--- config.mk ---
export PLATFORM = sky130hd
export DESIGN_NAME = decode_sched_flat
export DESIGN_NICKNAME = d
export VERILOG_FILES = /design/src/rtl/decode_sched_pkg.sv /design/src/rtl/decode_sched_if.sv /design/src/rtl/decode_sched_inst_fifo.sv /design/src/rtl/decode_sched.sv /design/src/flat_wrapper.sv
export SDC_FILE = /design/constraint.sdc
export NUM_CORES = 1
export LEC_CHECK = 0
export ABC_AREA = 1
export CAP_MARGIN = 10
export CORE_MARGIN = 4
export CORE_UTILIZATION = 43
export DETAILED_ROUTE_END_ITERATION = 8
export GPL_ROUTABILITY_DRIVEN = 0
export MAX_ROUTING_LAYER = met4
export PLACE_DENSITY = 0.79
export SYNTH_ARGS = -nofsm -noshare
export SYNTH_HDL_FRONTEND = slang
export SYNTH_SLANG_ARGS = --single-unit
--- constraint.sdc ---
create_clock -name clk -period 4.75 [get_ports clk]
set_input_delay 0.7125 -clock clk [delete_from_list [all_inputs] [get_ports clk]]
set_output_delay 0.7125 -clock clk [all_outputs]
set_load 0.05 [all_outputs]
--- src/rtl/decode_sched_pkg.sv ---
// decode_sched shared types and constants.
// Instruction width, NOP encoding, load opcode and scoreboard states.
package decode_sched_pkg;

    localparam int XLEN = 32;

    localparam logic [XLEN-1:0] INSTR_NOP = 32'h0000_0013;
    localparam logic [6:0] OPC_LOAD = 7'b000_0011;

    typedef enum logic {
        SCHED_RUN    = 1'b0,
        SCHED_SHADOW = 1'b1
    } sched_state_t;

endpackage

--- src/rtl/decode_sched_if.sv ---
// Fetch-to-decode handshake bundle for decode_sched.
// master = surrounding stage, slave = decode_sched.
interface decode_sched_if;
    import decode_sched_pkg::*;

    logic            if_valid;
    logic [XLEN-1:0] if_instr;
    logic [XLEN-1:0] if_pc;
    logic            if_ready;
    logic            ex_ready;
    logic [4:0]      dec_adr1;
    logic [4:0]      dec_adr2;
    logic            dec_valid;
    logic [XLEN-1:0] dec_instr;
    logic [XLEN-1:0] dec_pc;
    logic            dec_stall;

    modport master (
        output if_valid, if_instr, if_pc,
        output ex_ready, dec_adr1, dec_adr2,
        input  if_ready, dec_valid, dec_instr,
        input  dec_pc, dec_stall
    );

    modport slave (
        input  if_valid, if_instr, if_pc,
        input  ex_ready, dec_adr1, dec_adr2,
        output if_ready, dec_valid, dec_instr,
        output dec_pc, dec_stall
    );

endinterface

--- src/rtl/decode_sched_inst_fifo.sv ---
// Small instruction FIFO with synchronous clear.
// Head is a straight read of the oldest slot.
module inst_fifo #(
    parameter int DEPTH = 2,
    parameter int WIDTH = 64
) (
    input  logic                       clk,
    input  logic                       rst_n,
    input  logic                       clr,
    input  logic                       push,
    input  logic                       pop,
    input  logic [WIDTH-1:0]           din,
    output logic [WIDTH-1:0]           head,
    output logic [$clog2(DEPTH+1)-1:0] count,
    output logic                       full
);

    localparam int PW = $clog2(DEPTH);
    localparam int CW = $clog2(DEPTH+1);

    logic [WIDTH-1:0] mem [DEPTH];
    logic [PW-1:0]    rd_ptr;
    logic [PW-1:0]    wr_ptr;
    logic             do_push;
    logic             do_pop;

    assign full    = (count == CW'(DEPTH));
    assign do_push = push && !full && !clr;
    assign do_pop  = pop && (count != '0) && !clr;
    assign head    = mem[rd_ptr];

    always_ff @(posedge clk) begin
        if (do_push)
            mem[wr_ptr] <= din;
    end

    always_ff @(posedge clk or negedge rst_n) begin
        if (!rst_n) begin
            rd_ptr <= '0;
            wr_ptr <= '0;
            count  <= '0;
        end else if (clr) begin
            rd_ptr <= '0;
            wr_ptr <= '0;
            count  <= '0;
        end else begin
            if (do_push)
                wr_ptr <= wr_ptr + PW'(1);
            if (do_pop)
                rd_ptr <= rd_ptr + PW'(1);
            count <= count + CW'(do_push) - CW'(do_pop);
        end
    end

endmodule

--- src/rtl/decode_sched.sv ---
// Decode scheduler: instruction buffer, load-use bubble
// insertion, redirect squash and a stall-cycle counter.
module decode_sched
    import decode_sched_pkg::*;
#(
    parameter int DEPTH = 2
) (
    input  logic                 clk,
    input  logic                 rst_n,
    decode_sched_if.slave        bus,
    input  logic                 flush,
    output logic [15:0]          stall_cycles
);

    localparam int CW = $clog2(DEPTH+1);

    logic [CW-1:0]     count;
    logic              full;
    logic [2*XLEN-1:0] head;
    logic              nonempty;
    logic              hazard;
    logic              issue;
    logic              push;
    logic              is_load;
    sched_state_t      state;
    logic [4:0]        lrd;

    inst_fifo #(
        .DEPTH (DEPTH),
        .WIDTH (2*XLEN)
    ) u_fifo (
        .clk   (clk),
        .rst_n (rst_n),
        .clr   (flush),
        .push  (push),
        .pop   (issue),
        .din   ({bus.if_pc, bus.if_instr}),
        .head  (head),
        .count (count),
        .full  (full)
    );

    assign nonempty = (count != '0);
    assign push     = bus.if_valid && !full && !flush;

    assign bus.if_ready  = !full;
    assign bus.dec_instr = nonempty ? head[XLEN-1:0] : INSTR_NOP;
    assign bus.dec_pc    = nonempty ? head[2*XLEN-1:XLEN] : '0;

    // x0 as a load target never blocks anything
    assign hazard = (state == SCHED_SHADOW) && (lrd != '0) &&
                    ((bus.dec_adr1 == lrd) || (bus.dec_adr2 == lrd));

    assign bus.dec_valid = nonempty && !hazard && !flush;
    assign bus.dec_stall = nonempty && hazard && !flush;
    assign issue         = bus.dec_valid && bus.ex_ready;

    assign is_load = (bus.dec_instr[6:0] == OPC_LOAD) &&
                     (bus.dec_instr[11:7] != '0);

    always_ff @(posedge clk or negedge rst_n) begin
        if (!rst_n) begin
            state <= SCHED_RUN;
            lrd   <= '0;
        end else if (flush) begin
            state <= SCHED_RUN;
            lrd   <= '0;
        end else if (issue && is_load) begin
            state <= SCHED_SHADOW;
            lrd   <= bus.dec_instr[11:7];
        end else if (bus.ex_ready) begin
            state <= SCHED_RUN;
        end
    end

    always_ff @(posedge clk or negedge rst_n) begin
        if (!rst_n)
            stall_cycles <= '0;
        else if (bus.dec_stall && (stall_cycles != 16'hFFFF))
            stall_cycles <= stall_cycles + 16'd1;
    end

endmodule

--- src/flat_wrapper.sv ---
// flat-port wrapper written by rule: the top's interface ports become plain ports
module decode_sched_flat import decode_sched_pkg::*;
#(
    parameter int DEPTH = 2
)
  (clk, rst_n, flush, stall_cycles, bus_if_valid, bus_if_instr, bus_if_pc, bus_ex_ready, bus_dec_adr1, bus_dec_adr2, bus_if_ready, bus_dec_valid, bus_dec_instr, bus_dec_pc, bus_dec_stall);
  decode_sched_if bus_i ();
  input  logic clk;
  input  logic rst_n;
  input  logic flush;
  output logic [15:0] stall_cycles;
  input wire logic [$bits(bus_i.if_valid)-1:0] bus_if_valid;
  input wire logic [$bits(bus_i.if_instr)-1:0] bus_if_instr;
  input wire logic [$bits(bus_i.if_pc)-1:0] bus_if_pc;
  input wire logic [$bits(bus_i.ex_ready)-1:0] bus_ex_ready;
  input wire logic [$bits(bus_i.dec_adr1)-1:0] bus_dec_adr1;
  input wire logic [$bits(bus_i.dec_adr2)-1:0] bus_dec_adr2;
  output wire logic [$bits(bus_i.if_ready)-1:0] bus_if_ready;
  output wire logic [$bits(bus_i.dec_valid)-1:0] bus_dec_valid;
  output wire logic [$bits(bus_i.dec_instr)-1:0] bus_dec_instr;
  output wire logic [$bits(bus_i.dec_pc)-1:0] bus_dec_pc;
  output wire logic [$bits(bus_i.dec_stall)-1:0] bus_dec_stall;
  assign bus_i.if_valid = bus_if_valid;
  assign bus_i.if_instr = bus_if_instr;
  assign bus_i.if_pc = bus_if_pc;
  assign bus_i.ex_ready = bus_ex_ready;
  assign bus_i.dec_adr1 = bus_dec_adr1;
  assign bus_i.dec_adr2 = bus_dec_adr2;
  assign bus_if_ready = bus_i.if_ready;
  assign bus_dec_valid = bus_i.dec_valid;
  assign bus_dec_instr = bus_i.dec_instr;
  assign bus_dec_pc = bus_i.dec_pc;
  assign bus_dec_stall = bus_i.dec_stall;
  decode_sched #(.DEPTH(DEPTH)) u_core (.clk(clk), .rst_n(rst_n), .bus(bus_i), .flush(flush), .stall_cycles(stall_cycles));
endmodule
==> metrics.md <==
| Metric | Value |
|---|---|
| Flops & latches, synth | 154 |
| DRC | 0 |
| Postcts setup bufs | 0 |
| Die X | 131.5 um |
| Final Cell Area | 8979 um2 |
| Reg2reg start | u_core.u_fifo.count[1]$_DFF_PN0_ |
| Finished Layout Cells | 964 |
| Initial antenna violation count | 0 |
| Placed cells | 932 |
| Most common cell in the synthesized netlist | nand2_1 |
| Top_reg_cell synth | edfxtp_1 |
| Final hold viol count | 0 |
| Worst slew pin tran | 856.7 ps |
| Reg clk slew, reported paths | 60 ps |
| Final core occ | 0.6085 |
| Final-report setup violation count | 0 |
| Grt ovf | 0 |
| Sink Count | 154 |
| Initial DRT Pass Iterations | 4 |
| Final #Nets | 849 |
| WHS Path Cells | 2 |
| Synth Net Count | 684 |
| Wire length per cell | 15.28 um |
| Most instantiated cells after synthesis | 203 x nand2_1, 128 x edfxtp_1, 52 x a21oi_1 |
| CP required | 4040 ps |
| Post-CTS Resized | 0 |
| Unrepaired setup endpoints after global routing | false |
| Filler Cells Inserted | 1175 |
| Cell count after synthesis | 602 |
| Post-synth EDFFs | 128 |
| First-pass GRT wire length | 23540 um |
| Hold Crit Class | register to register |
| Die Ht | 131.5 um |
| Mapped cell area | 6558 um2 |
| Critical path launch point type | register |
| Ys async rst share | 0.1688 |
| Critical path peak fanout | 34 |
| Kind of critical path | register to output pin |
| Fmax | 282.7 MHz |
| Status | completed |
| Max-Cap Viols | 0 |
| Drt initial violations | 248 |
| Worst reg2reg path depth | 11 |
| Port bufs | 161 |
| Ranking of synthesized cells by area | edfxtp_1 59%, nand2_1 12%, dfrtp_1 9.9% |
| Setup TNS | 0 ps |
| Rel. slew slack | 0.4275 |
| Worst clock skew | 6.992 ps |
| Placement row count | 44 |
| Placed cell areas | 8381 um2 |
| R2r endpoint | u_core.u_fifo.count[1]$_DFF_PN0_ |
| DPL Wire Length | 9900 um |
| TritonCTS clock tree | done |
| Peak VDD IR | 366.8 uV |
| Yosys Warn Count | 0 |
| Post-Route WL | 14730 um |
| CP Launch Point | u_core.u_fifo.rd_ptr$_DFFE_PN0P_ |
| R2r setup slk | 2280 ps |
| P&R area growth vs syn | 36.92% |
| Ports | 162 |
| Yosys top cell by area | edfxtp_1 |
| CTS root buf | clkbuf_16 |
| Worst-Skew Late Latency | 410 ps |
| H-tree depth | 4 |
| Antenna-violating nets left | 0 |
| Avg Cell Area, Syn | 10.89 um2 |
| Final Max Slew Viols | 0 |
| Initial Util | 0.4445 |
| Post-synth top area share | 0.5861 |
| Capture point of the critical path | bus_dec_pc[12] |
| Die area | 17290 um2 |
| Setup crit end kind | output pin |
| Antenna fix cells | 0 |
| Num CTS Buffers | 17 |
| Hold bufs inserted after CTS | 0 |
| CORE AREA | 14750 um2 |
| CP arrival | 2820 ps |
| Vias per inst | 4.889 |
| Vias | 4713 |
| Largest net degree at the start of global routing | 70 |
| Leakage | 3.531 nW |
| Ratio of cells with drive above 1 in the final layout | 0.07949 |
| Number of distinct library cells after synthesis | 30 |
| Power density cells | 456.8 nW/um2 |
| Final Cycle Share | 0.7446 |
| Vias in the first global route | 4800 |
| Post-layout min period | 3537 ps |
| Max Buffers Root-to-Sink | 2 |
| Sequential area share after synthesis | 0.6854 |
| Global-route usage over all layers | 0.1762 |
## critical path: stages (launching register included)
cell             delay, ps
dfrtp_2                400
inv_2                  450
buf_4                  420
nand2_1                 90
a21oi_1                210
clkdlybuf4s50_1        840
## through the flow
| step | hold slack (ps) | worst slack [ps] | power, mW |
|---|---|---|---|
| after floorplan | 416.9 | 499.8 | 2.366 |
| after global placement | 500.4 | 1366 | 2.787 |
| after detailed placement | 522.4 | 1360 | 2.798 |
| after CTS | 534.9 | 1112 | 4.140 |
| after global routing | 559.7 | 1005 | 4.268 |
| final | 533.1 | 1213 | 4.101 |
## flip-flops by register name (all words and copies together), names as in the netlist
name / cells
u_core.u_fifo.wr_ptr: 1
u_core.u_fifo.rd_ptr: 1
u_core.stall_cycles: 16
u_core.u_fifo.mem: 128
u_core.u_fifo.count: 2
u_core.state: 1
u_core.lrd: 5
## worst min-delay path by stage
| stage | start | end |
|---|---|---|
| after global placement | u_core.stall_cycles[15]$_DFFE_PN0P_ | u_core.stall_cycles[15]$_DFFE_PN0P_ |
| after CTS | u_core.state$_DFFE_PN0P_ | u_core.state$_DFFE_PN0P_ |
| after global routing | u_core.state$_DFFE_PN0P_ | u_core.state$_DFFE_PN0P_ |
| after detailed placement | u_core.state$_DFFE_PN0P_ | u_core.state$_DFFE_PN0P_ |
| after floorplan | rst_n | u_core.lrd[0]$_DFFE_PN0P_ |
| final | u_core.state$_DFFE_PN0P_ | u_core.state$_DFFE_PN0P_ |
## report_power, final
part	switching, mW	internal [mW]
Clock	0.586	0.754
Combinational	0.837	0.361
Sequential	0.0211	1.54
Total	1.44	2.66
## cell type report
type / count / area (um2) / share of cell area
Clock inverter: 15 / 172.7 / 0.01923
Tap cell: 184 / 230.2 / 0.02564
Sequential cell: 154 / 4496 / 0.5007
Clock buffer: 17 / 425.4 / 0.04738
Inverter: 61 / 234.0 / 0.02606
Multi-Input combinational cell: 366 / 1739 / 0.1937
Timing Repair Buffer: 167 / 1682 / 0.1873
## metal layers
layer | GRT usage | share of wire | vias to the layer above
met4 | 0.03851 | 0.0072 | 0
met1 | 0.2080 | 0.44 | 2217
li1 | - | - | 2343
met3 | 0.05313 | 0.053 | 7
met5 | - | 0 | -
met2 | 0.3000 | 0.50 | 146
## logic make-up (layout without fill, tap and decap cells)
logic type	Yosys count	in the layout	synth area share
and+or+nand+nor	279	279	0.1807
DFF	154	154	0.6854
buffers and inverters	82	260	0.05247
AOI/OAI and AO/OA	65	65	0.05037
xor gates and xnor gates	19	19	0.02538
adders and majority gates	3	3	0.005725
## cells in the final DEF, fill, tap and decap left out, types with 5 or more instances in the layout
cell type,Yosys,layout
inv_6,1,6
inv_8,0,5
inv_2,8,8
dfrtp_1,26,25
clkdlybuf4s50_1,0,161
nand3_1,25,25
nand2_1,203,203
clkbuf_16,0,17
edfxtp_1,128,128
o21ai_1,11,11
nand4_1,8,8
inv_1,49,49
nor2_1,22,20
xnor2_1,9,9
nor3_1,7,7
a21oi_1,52,52
xor2_1,10,10
Power figures use the tool's default switching activity.
